--- config.mk ---
export PLATFORM = sky130hd
export DESIGN_NAME = typec_src_attach_ctrl
export DESIGN_NICKNAME = d
export VERILOG_FILES = /design/src/rtl/typec_src_attach_ctrl.sv
export SDC_FILE = /design/constraint.sdc
export NUM_CORES = 1
export LEC_CHECK = 0
export CORE_ASPECT_RATIO = 0.7
export CORE_UTILIZATION = 60
export CTS_BUF_LIST = sky130_fd_sc_hd__clkbuf_16
export CTS_CLUSTER_DIAMETER = 80
export DETAILED_ROUTE_END_ITERATION = 8
export DONT_BUFFER_PORTS = 1
export GPL_ROUTABILITY_DRIVEN = 0
export GPL_TIMING_DRIVEN = 1
export HOLD_SLACK_MARGIN = 0.12
export PLACE_DENSITY = 0.78
export SLEW_MARGIN = 10
export SYNTH_ARGS = -nofsm -noshare
export SYNTH_HDL_FRONTEND = slang
export SYNTH_SLANG_ARGS = --single-unit
--- constraint.sdc ---
create_clock -name clk -period 6.3 [get_ports clk]
set_clock_uncertainty 0.15 [all_clocks]
set_input_delay 0.63 -clock clk [delete_from_list [all_inputs] [get_ports clk]]
set_output_delay 0.63 -clock clk [all_outputs]
set_load 0.02 [all_outputs]
--- src/rtl/typec_src_attach_ctrl.sv ---
// Type-C source attach/detach sequencer for one CC pair.
// Debounces Rd, latches orientation, drives VBUS/VCONN/discharge.
module typec_src_attach_ctrl #(
  parameter int unsigned CNT_W    = 16,
  parameter int unsigned T_CCDB   = 15000,
  parameter int unsigned T_PDDB   = 1500,
  parameter int unsigned T_DISCHG = 65000
) (
  input  logic       clk,
  input  logic       srstz,
  input  logic       en,
  input  logic [1:0] rp_sel_cfg,
  input  logic       vconn_allow,
  input  logic       cc1_rd,
  input  logic       cc2_rd,
  input  logic       cc1_ra,
  input  logic       cc2_ra,
  input  logic       vbus_safe0v,
  output logic       DUT_RP1_EN,
  output logic       DUT_RP2_EN,
  output logic [1:0] DUT_RP_SEL,
  output logic       DUT_VCONN1_EN,
  output logic       DUT_VCONN2_EN,
  output logic       CC_SEL,
  output logic       GATE_EN,
  output logic       DISCHG_EN,
  output logic       attached,
  output logic [2:0] state
);

  typedef enum logic [2:0] {
    S_DIS   = 3'd0,
    S_UNATT = 3'd1,
    S_AWAIT = 3'd2,
    S_ATT   = 3'd3,
    S_DWAIT = 3'd4,
    S_DCHG  = 3'd5
  } state_e;

  localparam logic [CNT_W-1:0] CCDB_M1 = CNT_W'(T_CCDB - 1);
  localparam logic [CNT_W-1:0] PDDB_M1 = CNT_W'(T_PDDB - 1);
  localparam logic [CNT_W-1:0] DCHG_M1 = CNT_W'(T_DISCHG - 1);

  state_e           state_q, state_d;
  logic [CNT_W-1:0] timer_q, timer_d;
  logic             ori_q, ori_d;
  logic             tmr_run;
  logic             rp1_q, rp1_d, rp2_q, rp2_d;
  logic [1:0]       rpsel_q, rpsel_d;
  logic             vc1_q, vc1_d, vc2_q, vc2_d;
  logic             ccsel_q, ccsel_d;
  logic             gate_q, gate_d;
  logic             dchg_q, dchg_d;
  logic             att_q, att_d;

  logic pat_a, pat_b, pat_hold, act_rd;
  assign pat_a    = cc1_rd & ~cc2_rd;
  assign pat_b    = cc2_rd & ~cc1_rd;
  assign pat_hold = ori_q ? pat_b : pat_a;
  assign act_rd   = ori_q ? cc2_rd : cc1_rd;

  // Next state, timer and registered output values for the next state
  always_comb begin
    state_d = state_q;
    ori_d   = ori_q;
    tmr_run = 1'b0;
    case (state_q)
      S_DIS:   if (en) state_d = S_UNATT;
      S_UNATT: if (pat_a | pat_b) begin
        state_d = S_AWAIT;
        ori_d   = pat_b;
      end
      S_AWAIT: begin
        if (!pat_hold) state_d = S_UNATT;
        else if (timer_q == CCDB_M1) begin
          if (vbus_safe0v) state_d = S_ATT;
        end else tmr_run = 1'b1;
      end
      S_ATT:   if (!act_rd) state_d = S_DWAIT;
      S_DWAIT: begin
        if (act_rd) state_d = S_ATT;
        else if (timer_q == PDDB_M1) state_d = S_DCHG;
        else tmr_run = 1'b1;
      end
      S_DCHG: begin
        if (vbus_safe0v || timer_q == DCHG_M1) state_d = S_UNATT;
        else tmr_run = 1'b1;
      end
      default: state_d = S_DIS;
    endcase
    if (!en) state_d = S_DIS;

    if (state_d != state_q) timer_d = '0;
    else if (tmr_run && timer_q != '1) timer_d = timer_q + 1'b1;
    else timer_d = timer_q;

    rp1_d   = 1'b0;
    rp2_d   = 1'b0;
    rpsel_d = (state_d == S_DIS) ? 2'd0 : rp_sel_cfg;
    vc1_d   = 1'b0;
    vc2_d   = 1'b0;
    ccsel_d = 1'b0;
    gate_d  = 1'b0;
    dchg_d  = 1'b0;
    att_d   = 1'b0;
    case (state_d)
      S_UNATT, S_AWAIT: begin
        rp1_d = 1'b1;
        rp2_d = 1'b1;
      end
      S_DCHG: begin
        rp1_d  = 1'b1;
        rp2_d  = 1'b1;
        dchg_d = 1'b1;
      end
      S_ATT, S_DWAIT: begin
        rp1_d   = ~ori_d;
        rp2_d   = ori_d;
        ccsel_d = ori_d;
        gate_d  = 1'b1;
        att_d   = 1'b1;
        if (state_q == S_AWAIT) begin
          vc1_d = ori_d & vconn_allow & cc1_ra;
          vc2_d = ~ori_d & vconn_allow & cc2_ra;
        end else begin
          vc1_d = vc1_q & vconn_allow;
          vc2_d = vc2_q & vconn_allow;
        end
      end
      default: ;
    endcase
  end

  // State, timer and output registers with synchronous reset
  always_ff @(posedge clk) begin
    if (!srstz) begin
      state_q <= S_DIS;
      timer_q <= '0;
      ori_q   <= 1'b0;
      rp1_q   <= 1'b0;
      rp2_q   <= 1'b0;
      rpsel_q <= 2'd0;
      vc1_q   <= 1'b0;
      vc2_q   <= 1'b0;
      ccsel_q <= 1'b0;
      gate_q  <= 1'b0;
      dchg_q  <= 1'b0;
      att_q   <= 1'b0;
    end else begin
      state_q <= state_d;
      timer_q <= timer_d;
      ori_q   <= ori_d;
      rp1_q   <= rp1_d;
      rp2_q   <= rp2_d;
      rpsel_q <= rpsel_d;
      vc1_q   <= vc1_d;
      vc2_q   <= vc2_d;
      ccsel_q <= ccsel_d;
      gate_q  <= gate_d;
      dchg_q  <= dchg_d;
      att_q   <= att_d;
    end
  end

  assign DUT_RP1_EN    = rp1_q;
  assign DUT_RP2_EN    = rp2_q;
  assign DUT_RP_SEL    = rpsel_q;
  assign DUT_VCONN1_EN = vc1_q;
  assign DUT_VCONN2_EN = vc2_q;
  assign CC_SEL        = ccsel_q;
  assign GATE_EN       = gate_q;
  assign DISCHG_EN     = dchg_q;
  assign attached      = att_q;
  assign state         = state_q;

endmodule

==> results.txt, run 1 <==
Ports -> 24
peak supply drop -> 0.158 mV
max incr delay on CP -> 690 ps
Total Routing Usage GR -> 0.285
number of synthesized register bits -> 29
Crit Path Max Fanout -> 25
total power -> 440 uW
Hold Crit Class -> in2reg
layout cell share with drive strength beyond 1 -> 0.168
CTS sink cnt -> 29
total of warnings raised by yosys -> 0
setup bufs post-CTS -> 0
Remaining DRCs -> 0
Slew headroom -> 0.609
dpl hpwl -> 2.95 mm
crit-path cells -> nor2b_1 -> nand2b_1 -> o32ai_2 -> nor2_4 -> or4_1 -> a21oi_2
worst hold margin -> 328 ps
total die area -> 3190 sq um
CTS tree -> done
Starting DRT DRC Count -> 182
first-pass GRT wire length -> 6.48 mm
final setup TNS -> 0 ps
DRT Pass-1 Iters -> 4
area post-placement -> 1750 sq um
Tmin final -> 2740 ps
ys async rst share -> 0
total CTS buffers -> 5
number of flops mapped to enable cells by yosys -> 0
Worst path slowest cell -> dfxtp_1
MaxCap Viol Count -> 0
# diodes -> 0
Top FF cell, synth -> dfxtp_1
Cell Area, Synth -> 1780 sq um
commonest non-fill, non-tap cell in the layout -> dfxtp_1
clock transition at the registers of the reported paths -> 50 ps
CP required -> 6360 ps
Die Ht -> 47.6 microns
DRT antenna net count -> 0
status -> finished, final reports clean
DR vias -> 1602
crit path kind -> reg2reg
Synth Area in Simple Gates -> 0.343
WL final -> 4.26 mm
Synth cell types -> 58
RSZ-0062 raised after global routing -> false
largest family of logic cells by synthesized area -> simple AND/OR/NAND/NOR gates
row cnt -> 16
Tcrit/Tclk final -> 0.435
Synthesized Nets -> 214
Cell Pwr Density -> 233 nW/um^2
Max Buffers Root-to-Sink -> 2
initial core utilization -> 0.635
CP Launch Type -> flop
Fmax -> 0.365 GHz
number of global-route vias before repair -> 1343
Slew @ Worst Pin -> 586 ps
fraction of synthesized area in multiplexers -> 0.0401
mean routed wirelength per cell -> 18.3 microns
post-synthesis adder-cell area fraction -> 0.0211
Compound-Gate Fraction of Synth Area -> 0.214
GRT overflow -> 0
Critical Path AT -> 2790 ps
Slew Limit Fails -> 0
final-layout fill cell count -> 230
nets -> 210
hold_buf cts -> 0
Final Hold Fails -> 0
register area -> 581 sq um
H-tree depth -> 2
most frequent cells in the layout -> dfxtp_1, nand2_1, nor2_1
vias per inst -> 6.88
Root Driver -> clkbuf_16
pin count of the biggest net entering global routing -> 26
P_leak -> 0.606 nW
sequential-to-total area share from yosys stat -> 0.326
Core ar. -> 2800 sq um
Port-buffer cells -> 0
final instance area -> 1890 sq um
chip width -> 67.1 microns
Synth Instances -> 200
Setup violations, final -> 0
crit end category -> flop
syn_area_per_cell -> 8.90 sq um
initial antenna violation count -> 0
post-cts resize count -> 0
post-synthesis xor/xnor area fraction -> 0
Synth-to-Final Area Change -> 6.04%
multi-input logic area -> 1100 sq um
Skew-Pair Late Insertion Delay -> 270 ps
-- report_power, final --
group	internal [mW]	leakage [nW]	switching, mW
registers	0.186	0.235	0.00549
clock network	0.143	0.0748	0.0814
logic	0.00892	0.297	0.0151
-- synth_stat cells (all sizes together) (2+ instances only) --
| master | number | share of area |
|---|---|---|
| o31ai | 8 | 0.034 |
| nor3b | 4 | 0.020 |
| o21ai | 5 | 0.014 |
| mux2i | 3 | 0.017 |
| a21o | 2 | 0.0084 |
| nand4 | 2 | 0.0070 |
| a31oi | 3 | 0.011 |
| and3 | 3 | 0.016 |
| or3 | 9 | 0.034 |
| a311oi | 4 | 0.020 |
| o22ai | 2 | 0.0070 |
| nor2b | 3 | 0.011 |
| buf | 8 | 0.036 |
| nand2b | 3 | 0.011 |
| clkbuf | 3 | 0.0070 |
| nor3 | 3 | 0.0084 |
| and4b | 2 | 0.011 |
| dfxtp | 29 | 0.33 |
| a2111oi | 2 | 0.014 |
| nor4b | 4 | 0.020 |
| a211oi | 2 | 0.0084 |
| nand3 | 10 | 0.031 |
| or4 | 6 | 0.025 |
| ha | 3 | 0.021 |
| and4 | 2 | 0.011 |
| nor2 | 12 | 0.030 |
| or2 | 2 | 0.0070 |
| inv | 6 | 0.013 |
| a21oi | 17 | 0.069 |
| and2 | 6 | 0.021 |
| nand2 | 19 | 0.046 |
-- worst paths after layout --
| kind | startpoint | end | slack, ps | cells past startpoint |
|---|---|---|---|---|
| setup / recovery | state[1] | timer_q[7] | 3560 | 6 |
| hold / removal | rp_sel_cfg[1] | DUT_RP_SEL[1] | 330 | 1 |
| setup reg to reg | state[1] | timer_q[7] | 3560 | 6 |
| hold reg to reg | timer_q[1] | timer_q[1] | 370 | 2 |
-- layer usage --
metal	track usage	part of all wire
met5	0	0
met3	0.0786	0.077
met4	0.0894	0.0054
met2	0.438	0.45
met1	0.390	0.47
-- worst max-delay path, delay by kind of cell (launching register included) --
| kind | cells | cell delay, ps |
|---|---|---|
| compound gates | 2 | 540 |
| flops | 1 | 690 |
| simple gates | 4 | 1280 |
-- logic make-up (layout without fill, tap and decap cells) --
kind of cell,after synthesis,in the layout
mux,5,5
flops,29,29
fa+ha+maj,3,3
buf+inv,17,14
simple gates,96,96
compound gates,50,50
-- state kept, by name, indices dropped and copies added (netlist names) --
signal	count
DUT_VCONN1_EN	1
DUT_RP2_EN	1
timer_q	16
DUT_RP_SEL	2
DISCHG_EN	1
CC_SEL	1
attached	1
DUT_RP1_EN	1
state	3
ori_q	1
DUT_VCONN2_EN	1
-- layout make-up --
cell class | instances | share of cell area
multi-input combinational | 154 | 0.583
sequential | 29 | 0.307
clock buffer | 5 | 0.0663
tap | 36 | 0.0239
inverter | 6 | 0.0119
clock inverter | 3 | 0.00729
-- metrics by stage --
step | utilization | worst slack (ps) | std cells
after floorplan | - | 3790 | 200
after global placement | 0.624 | 3620 | 225
after global routing | 0.674 | 3380 | 233
final | 0.674 | 3560 | 233
after detailed placement | 0.624 | 3530 | 225
after CTS | 0.674 | 3620 | 233
Power figures use the tool's default switching activity.
==> run 2: changes to the inputs <==
Settings changed: CORE_UTILIZATION 60 to 56, PLACE_DENSITY 0.78 to 0.76.
Clock period 6.3 ns to 2.5 ns, I/O delays scaled along.
==> results.txt, run 2 (same netlist as run 1, synthesis figures left out) <==
status -> finished, final reports clean
Starting DRT DRC Count -> 105 (-42%)
peak supply drop -> 0.432 mV (+170%)
# diodes -> 0 (unchanged)
Ports -> 24 (unchanged)
dpl hpwl -> 3.06 mm (+3.7%)
DR vias -> 1696 (+5.9%)
met2 wire length -> 1.94 mm (+1.8%)
CTS tree -> done
Fmax -> 0.405 GHz (+11%)
CP required -> 2530 ps (-3830 ps)
row cnt -> 16 (unchanged)
Core Util, Final -> 0.732 (+0.0587)
CP Launch Type -> flop
vias per inst -> 6.73 (-2.1%)
Synth-to-Final Area Change -> 19.4%
first-pass GRT wire length -> 7.02 mm (+8.3%)
commonest non-fill, non-tap cell in the layout -> dfxtp_1
number of global-route vias before repair -> 1438 (+7.1%)
Slew @ Worst Pin -> 393 ps (-193 ps)
WL final -> 4.47 mm (+4.9%)
chip width -> 69.4 microns (+3.4%)
R2R Setup Slk -> 30 ps (-3530 ps)
Max Buffers Root-to-Sink -> 2 (unchanged)
crit-path cells -> mux2i_1 -> o22ai_1 -> o41ai_1 -> nand2_1 -> a211o_4 -> a311oi_1
initial core utilization -> 0.613 (-0.0219)
max incr delay on CP -> 440 ps (-250 ps)
mean routed wirelength per cell -> 17.7 microns (-3.0%)
Total Routing Usage GR -> 0.271 (-0.0135)
Port-buffer cells -> 0 (unchanged)
delay-heaviest family, CP -> compound AO/OA/AOI/OAI gates
Root Driver -> clkbuf_16
total power -> 1.34 mW (+210%)
Critical Path AT -> 2500 ps (-290 ps)
layout cell share with drive strength beyond 1 -> 0.227 (+0.0593)
RSZ-0062 raised after global routing -> true
Skew-Pair Late Insertion Delay -> 280 ps (about the same)
clock transition at the registers of the reported paths -> 50 ps (about the same)
Final Hold Fails -> 0 (unchanged)
Crit Path Max Fanout -> 16 (-36%)
Core ar. -> 2900 sq um (+3.6%)
DRT Pass-1 Iters -> 4 (unchanged)
Worst path slowest cell -> a211o_4
pin count of the biggest net entering global routing -> 17 (-35%)
Die Ht -> 49.2 microns (+3.4%)
Hold Crit Class -> in2reg
H-tree depth -> 2 (unchanged)
MaxCap Viol Count -> 0 (unchanged)
most frequent cells in the layout -> dfxtp_1, nand2_1, buf_4
nets -> 229 (+9.0%)
Slew headroom -> 0.730 (+0.122)
CTS sink cnt -> 29 (unchanged)
hold depth -> 2 (+1)
Cell Pwr Density -> 631 nW/um^2 (+170%)
worst hold margin -> 174 ps (-154 ps)
WP depth -> 6 (unchanged)
GRT overflow -> 0 (unchanged)
final setup TNS -> 0 ps (unchanged)
area post-placement -> 1810 sq um (+3.4%)
Setup violations, final -> 0 (unchanged)
wl on met1 -> 2.04 mm (+2.2%)
Tmin final -> 2470 ps (-268 ps)
DRT antenna net count -> 0 (unchanged)
total CTS buffers -> 5 (unchanged)
P_leak -> 0.730 nW (+20%)
Slew Limit Fails -> 0 (unchanged)
final instance area -> 2130 sq um (+13%)
initial antenna violation count -> 0 (unchanged)
Largest register FFs -> 16 (unchanged)
Biggest register -> timer_q
crit end category -> flop
Worst R2R Path Depth -> 6 (unchanged)
Tcrit/Tclk final -> 0.988 (+0.554)
Met3 Routed Length -> 429 microns (+30%)
total die area -> 3410 sq um (+6.9%)
Top Metal Used -> met4
Remaining DRCs -> 0 (unchanged)
crit path kind -> reg2reg
WP buf/inv -> 0 (unchanged)
==> run 2: changes by cell type in the layout (fill, tap and decap cells not counted), sizes merged <==
cell,delta
buf,+12
dlygate4sd3,+7
bufinv,+2
clkinv,-1
inv,-1
==> run 2: path summary, 6_finish.rpt <==
kind | endpoint | start
setup / recovery | timer_q[12] | ori_q
hold / removal | DUT_RP2_EN | en
setup reg to reg | timer_q[12] | ori_q
hold reg to reg | timer_q[8] | timer_q[8]
==> run 2: through the flow <==
stage / cells / setup slack (ps)
after floorplan: 200 / 360
after global placement: 233 / 156
after detailed placement: 233 / 30.4
after CTS: 247 / 21.7
after global routing: 252 / -47.4
final: 252 / 28.9
==> run 2: routing by layer <==
layer,GRT usage,up-vias
met3,0.110,7
li1,-,795
met4,0.0748,0
met5,0,-
met1,0.396,813
met2,0.362,81
==> run 2: cell type report <==
type	count	area [sq um]
Sequential cell	29	581
Inverter	6	22.5
Clock buffer	5	125
Tap cell	36	45.0
Multi-Input combinational cell	154	1130
Timing Repair Buffer	19	160
Fill cell	211	777
Clock inverter	3	65.1
==> run 2: timing repair <==
action | 4_1_cts | 5_1_grt
endpoints found under the setup margin | 0 | 14
gates resized for setup | 0 | 4
hold endpoints to repair | 5 | 1
buffers inserted | 0 | 4
hold buffers | 6 | 1
==> run 2: power breakdown <==
group / switching, mW / internal [mW]
clock network: 0.214 / 0.568
logic: 0.0454 / 0.0341
registers: 0.0117 / 0.469
